## src/rtl/etapa_fetch.sv

```systemverilog
// Instruction-fetch stage: owns the PC, addresses a synchronous-read ROM and
// presents one qualified instruction per cycle with stall, branch squash and HALT.
module etapa_fetch #(
  parameter int                ADDR_W      = 8,
  parameter logic [ADDR_W-1:0] RESET_PC    = '0,
  parameter logic [3:0]        HALT_OPCODE = 4'hF,
  parameter logic [13:0]       NOP_WORD    = 14'h0000
) (
  input  logic              clk,
  input  logic              rst,
  input  logic              start_in,
  input  logic              stall_in,
  input  logic              branch_taken_in,
  input  logic [ADDR_W-1:0] branch_target_in,
  output logic [ADDR_W-1:0] imem_addr_out,
  input  logic [13:0]       imem_data_in,
  output logic [13:0]       instruction_out,
  output logic [ADDR_W-1:0] pc_out,
  output logic              valid_out,
  output logic              halted_out,
  output logic [15:0]       fetch_count_out
);

  typedef enum logic [1:0] {IDLE, RUN, HALT} state_t;

  state_t            state, state_next;
  logic [ADDR_W-1:0] pc, pc_next;
  logic [15:0]       fetch_count;
  logic              accept;

  always_comb begin
    state_next      = state;
    pc_next         = pc;
    valid_out       = 1'b0;
    instruction_out = NOP_WORD;
    accept          = 1'b0;
    case (state)
      IDLE: begin
        if (start_in) state_next = RUN;
      end
      RUN: begin
        // A redirect squashes whatever the ROM is presenting this cycle.
        if (branch_taken_in) begin
          pc_next = branch_target_in;
        end else begin
          valid_out       = 1'b1;
          instruction_out = imem_data_in;
          if (!stall_in) begin
            accept = 1'b1;
            if (imem_data_in[13:10] == HALT_OPCODE) state_next = HALT;
            else                                     pc_next    = pc + ADDR_W'(1);
          end
        end
      end
      HALT: ;
      default: state_next = IDLE;
    endcase
  end

  // The ROM is addressed with next_pc so its registered output lines up with pc.
  assign imem_addr_out   = rst ? RESET_PC : pc_next;
  assign pc_out          = pc;
  assign halted_out      = (state == HALT);
  assign fetch_count_out = fetch_count;

  always_ff @(posedge clk) begin
    if (rst) begin
      state       <= IDLE;
      pc          <= RESET_PC;
      fetch_count <= '0;
    end else begin
      state <= state_next;
      pc    <= pc_next;
      if (accept && fetch_count != 16'hFFFF) fetch_count <= fetch_count + 16'd1;
    end
  end

endmodule

```

## config.mk

```make
export PLATFORM = sky130hd
export DESIGN_NAME = etapa_fetch
export DESIGN_NICKNAME = d
export VERILOG_FILES = /design/src/rtl/etapa_fetch.sv
export SDC_FILE = /design/constraint.sdc
export NUM_CORES = 1
export LEC_CHECK = 0
export ABC_AREA = 1
export CELL_PAD_IN_SITES_DETAIL_PLACEMENT = 1
export CELL_PAD_IN_SITES_GLOBAL_PLACEMENT = 1
export CORE_MARGIN = 2
export CORE_UTILIZATION = 28
export CTS_CLUSTER_DIAMETER = 200
export DETAILED_ROUTE_END_ITERATION = 16
export PLACE_DENSITY_LB_ADDON = 0.1
export SLEW_MARGIN = 15
export SYNTH_ARGS = -nofsm -noshare
export SYNTH_HDL_FRONTEND = slang
export SYNTH_SLANG_ARGS = --single-unit
```

## constraint.sdc

```tcl
create_clock -name clk -period 1.8 [get_ports clk]
set_input_delay 0.36 -clock clk [delete_from_list [all_inputs] [get_ports clk]]
set_output_delay 0.36 -clock clk [all_outputs]
set_load 0.05 [all_outputs]
```

==> summary.log <==
qor: floorplanning.start_util 29.16%
qor: worst_setup_path.critical_path.reg2reg.endpoint fetch_count_out[10]
qor: timing.post-route-worst-setup-slack -0.1580 ns
qor: detailed_routing.drt_first_iter_violations 39
qor: status.violations_in_the_final_reports negative setup slack
qor: worst_setup_path.r2r_cells 7
qor: timing.grt_setup_unrepaired yes
qor: worst_setup_path.crit_start state[0]
qor: placement.detailedPlace.worstSlack -0.5029 ns
qor: placement.buffer_ports.inserted 74
qor: min_path.hold_path_class flop to flop
qor: cts.clock_tree_from_tritoncts built
qor: synth.synthesis.instances 280
qor: synth.combinational_family_with_the_most_area_after_synthesis simple AND/OR/NAND/NOR gates
qor: worst_setup_path.timing.critical_path.slowest_cell_delay 0.35 ns
qor: power.share_clk_of_total_power 22.7%
qor: synth.post_synth_num_cell_types 25
qor: power.ir_worst_vdd 0.0003234 V
qor: power.comb_power_share 42.3%
qor: worst_setup_path.rr_startpoint fetch_count_out[0]
qor: global_route.gr-usage-all-layers 19.18%
qor: cells_and_area.syn2layout_area_growth 90.69%
qor: power.seq_power_share 35.0%
qor: cts.insertion_delay_of_the_later_clocked_pin_in_the_worst_skew_pair 0.28 ns
qor: worst_setup_path.rrSetupSlack 0.16 ns
qor: floorplanning.placementRows 28
qor: worst_setup_path.timing.critical_path.to imem_addr_out[5]
qor: power.power 1783 µW
qor: power.p_leak 0.001391 µW
qor: timing.timing.final.hold_violations 0
qor: detailed_routing.final_antenna_net_count 0
qor: detailed_routing.drt-pass1-iter-count 4
qor: cells_and_area.share_of_layout_cells_above_drive_strength_1 43.51%
qor: detailed_routing.detail_route.vias_per_cell 4.735
qor: floorplanning.dieWidth 82.98 µm
qor: global_route.antenna_found_initial 0
qor: timing.worstMarginPinSlew 0.3697 ns
qor: timing.max_clock_freq 510.7 MHz
qor: synth.synth_compound_area_share 13.25%
qor: synth.postSynthRegisterBits 26
qor: detailed_routing.via_count 2216
qor: global_route.grt_pass1_wl 10970 µm
qor: timing.fin_crit 1.958 ns
qor: detailed_routing.route.detailed.drc 0
qor: synth.synth-seq-area-share 29.80%
qor: cts.htree_num_levels 1
qor: timing.fin_worst_skew 0.006419 ns
qor: synth.multiplexer_share_of_the_synthesized_area 0%
qor: detailed_routing.drt-total-wl 6652 µm
qor: timing.finalSetupViolCount 8
qor: synth.synth-simple-area-share 41.05%
qor: worst_setup_path.path_cells inv_2 -> nor2_4 -> buf_6 -> nand2_4 -> inv_8 -> nand2_2 -> o21ai_1 -> buf_4 -> nor2_4 -> buf_12
qor: worst_setup_path.arrival 1.60 ns
qor: worst_setup_path.setup.worst_path.end_class output pin
qor: worst_setup_path.critical_path_required 1.44 ns
qor: placement.gp_congestion 0.8364
qor: worst_setup_path.critPathMostFrequentCell sky130_fd_sc_hd__nor2_4
qor: worst_setup_path.cp_slowest_cell sky130_fd_sc_hd__dfxtp_2
qor: floorplanning.floorplan.core_area 5991 µm²
qor: timing.report.final.slew_viol_count 0
qor: worst_setup_path.timing_worst_setup_path_type flop to output pin
qor: cts.clk_path_buf_depth 2
qor: job.max_cap_violations 0
qor: floorplanning.fp.dieH 82.98 µm
qor: global_route.overflow 0
qor: timing.finalCritPeriodShare 108.8%
qor: min_path.whs_path_depth 2
qor: synth.synth-warning-count 0
qor: floorplanning.i_o_pins 75
qor: cts.cts_sinks 26
qor: synth.number_of_nets_in_the_synthesized_netlist 309
qor: floorplanning.die-area 6886 µm²
qor: global_route.grt_max_degree 15
qor: cts.clk_pin_slew_worst_paths 0.10 ns
qor: min_path.worstHoldStart fetch_count_out[14]
qor: worst_setup_path.critPathLaunchType flop
qor: synth.synth.cell_area 1747 µm²
qor: status.outcome finished, violations left
qor: power.pwr_density_cell 535.4 nW/µm²
qor: worst_setup_path.path_max_fanout 8
qor: timing.timing.max_slew.rel_slack 75.26%
qor: synth.synthesis.area_per_instance 6.238 µm²
qor: cts.cts_hold_buf 0
qor: power.p_int 1127 µW
qor: power.switching_share 36.78%
qor: placement.hpwl 5101 µm
qor: detailed_routing.wl_per_cell 14.21 µm
qor: cells_and_area.diodes 0
qor: synth.synthAdderAreaFrac 1.433%
qor: cts.clockRootBuffer sky130_fd_sc_hd__clkbuf_8
qor: cells_and_area.finalNetCount 423
qor: power.p_switching 655.9 µW
qor: cts.numCtsBuffers 3
qor: global_route.grt_pass1_vias 2258
qor: synth.yosys.area_share.xor_xnor 4.513%
-- synthesized netlist by cell type, drive strengths merged --
library cell  number  area [µm²]
a21oi             14       107.6
nor2              52       217.7
nor3               2       10.01
inv               32       120.1
a31oi              4       25.02
xnor2              5       43.79
clkinv             3       12.51
nand2             90       352.8
dfxtp             26       520.5
xor2               4       35.03
o21ai              8       51.30
nand4              9       56.30
a211oi             4       30.03
o221ai             2       17.52
nand3             16       80.08
ha                 2       25.02
clkbuf             5       18.77
buf                2       22.52
-- worst max-delay path, delay by kind of cell (launching register included) --
kind,cells,cell delay [ns]
buffers and inverters,5,0.57
AO/OA/AOI/OAI,1,0.11
AND/OR/NAND/NOR,4,0.29
flip-flops,1,0.35
-- stage by stage --
stage | TNS, ns | area, µm² | instances | hold slack (ns) | utilization [%]
global route | -1.712 | 3331 | 468 | 0.5403 | 55.60
CTS | -1.755 | 3189 | 461 | 0.4998 | 53.24
finish | -0.9825 | 3331 | 468 | 0.4950 | 55.60
floorplan | -1.698 | 1798 | 280 | 0.5454 | -
global placement | -3.499 | 2997 | 452 | 0.4723 | 50.02
detailed placement | -4.569 | 2997 | 452 | 0.4833 | 50.02
-- power by group through the flow --
stage	Sequential, µW	Clock [µW]	Combinational, µW
after floorplan	704	0	266
after CTS	623	426	705
after global placement	634	0	655
after detailed placement	635	0	661
final	625	405	754
after global routing	628	435	790
-- how the worst min path moves through the flow --
| stage | to | slack, ns |
|---|---|---|
| 2_1_floorplan | state[0] | 0.55 |
| 3_3_place_gp | fetch_count_out[14] | 0.47 |
| 3_5_place_dp | fetch_count_out[14] | 0.48 |
| 4_1_cts | fetch_count_out[14] | 0.50 |
| 5_1_grt | fetch_count_out[14] | 0.54 |
| 6_report | fetch_count_out[14] | 0.50 |
-- placed cells by master, fill, tap and decap left out, types with 2 or more instances in the layout --
master | netlist | layout
sky130_fd_sc_hd__nand2_1 | 86 | 79
sky130_fd_sc_hd__nor2_1 | 49 | 29
sky130_fd_sc_hd__buf_12 | 0 | 24
sky130_fd_sc_hd__xnor2_1 | 5 | 5
sky130_fd_sc_hd__o221ai_2 | 0 | 2
sky130_fd_sc_hd__buf_4 | 0 | 59
sky130_fd_sc_hd__a31oi_1 | 4 | 3
sky130_fd_sc_hd__nand3_1 | 16 | 13
sky130_fd_sc_hd__o21ai_1 | 0 | 2
sky130_fd_sc_hd__clkbuf_8 | 0 | 4
sky130_fd_sc_hd__nor2_4 | 3 | 9
sky130_fd_sc_hd__inv_2 | 2 | 7
sky130_fd_sc_hd__inv_1 | 30 | 24
sky130_fd_sc_hd__o21ai_0 | 7 | 4
sky130_fd_sc_hd__clkdlybuf4s15_1 | 0 | 2
sky130_fd_sc_hd__a21oi_2 | 10 | 11
sky130_fd_sc_hd__clkdlybuf4s50_1 | 0 | 19
sky130_fd_sc_hd__dlygate4sd2_1 | 0 | 5
sky130_fd_sc_hd__nand4_1 | 9 | 9
sky130_fd_sc_hd__dfxtp_2 | 0 | 8
sky130_fd_sc_hd__a211oi_2 | 0 | 3
sky130_fd_sc_hd__nand2_2 | 3 | 8
sky130_fd_sc_hd__buf_6 | 2 | 7
sky130_fd_sc_hd__xor2_1 | 4 | 4
sky130_fd_sc_hd__a21oi_1 | 4 | 3
sky130_fd_sc_hd__dfxtp_1 | 26 | 17
sky130_fd_sc_hd__nand2_4 | 1 | 3
sky130_fd_sc_hd__nor3_1 | 2 | 2
sky130_fd_sc_hd__nand3_2 | 0 | 2
sky130_fd_sc_hd__nor2_2 | 0 | 14
-- repair_timing --
item | 4_1_cts | 5_1_grt
setup endpoints to repair | 23 | 22
cloned | 0 | 0
setup buffers | 5 | 7
resized for setup | 45 | 27
pin swaps | 12 | 8
-- registers in the layout, summed over array words and instances (netlist names) --
| register | cells |
|---|---|
| state | 2 |
| pc_out | 8 |
| fetch_count_out | 16 |
-- cells by family after synthesis --
family	Yosys count
xor gates and xnor gates	9
buffers and inverters	42
DFF	26
AOI/OAI and AO/OA	32
and+or+nand+nor	169
adders and majority gates	2
-- per-layer routing --
| metal | vias up | track usage (%) | routed length, µm |
|---|---|---|---|
| met4 | 0 | 3.279 | 43 |
| li1 | 1122 | - | - |
| met1 | 1040 | 23.83 | 2909 |
| met3 | 4 | 3.280 | 284 |
| met2 | 50 | 34.97 | 3415 |
| met5 | - | 0 | 0 |
-- final cells by class --
type | count | area, µm²
Inverter | 35 | 146.4
Timing Repair Buffer | 116 | 1256
Sequential cell | 26 | 534.3
Tap cell | 75 | 93.84
Multi-Input combinational cell | 212 | 1245
Fill cell | 749 | 2660
Clock buffer | 4 | 55.05
No activity file was read; power rests on OpenSTA's default activity.
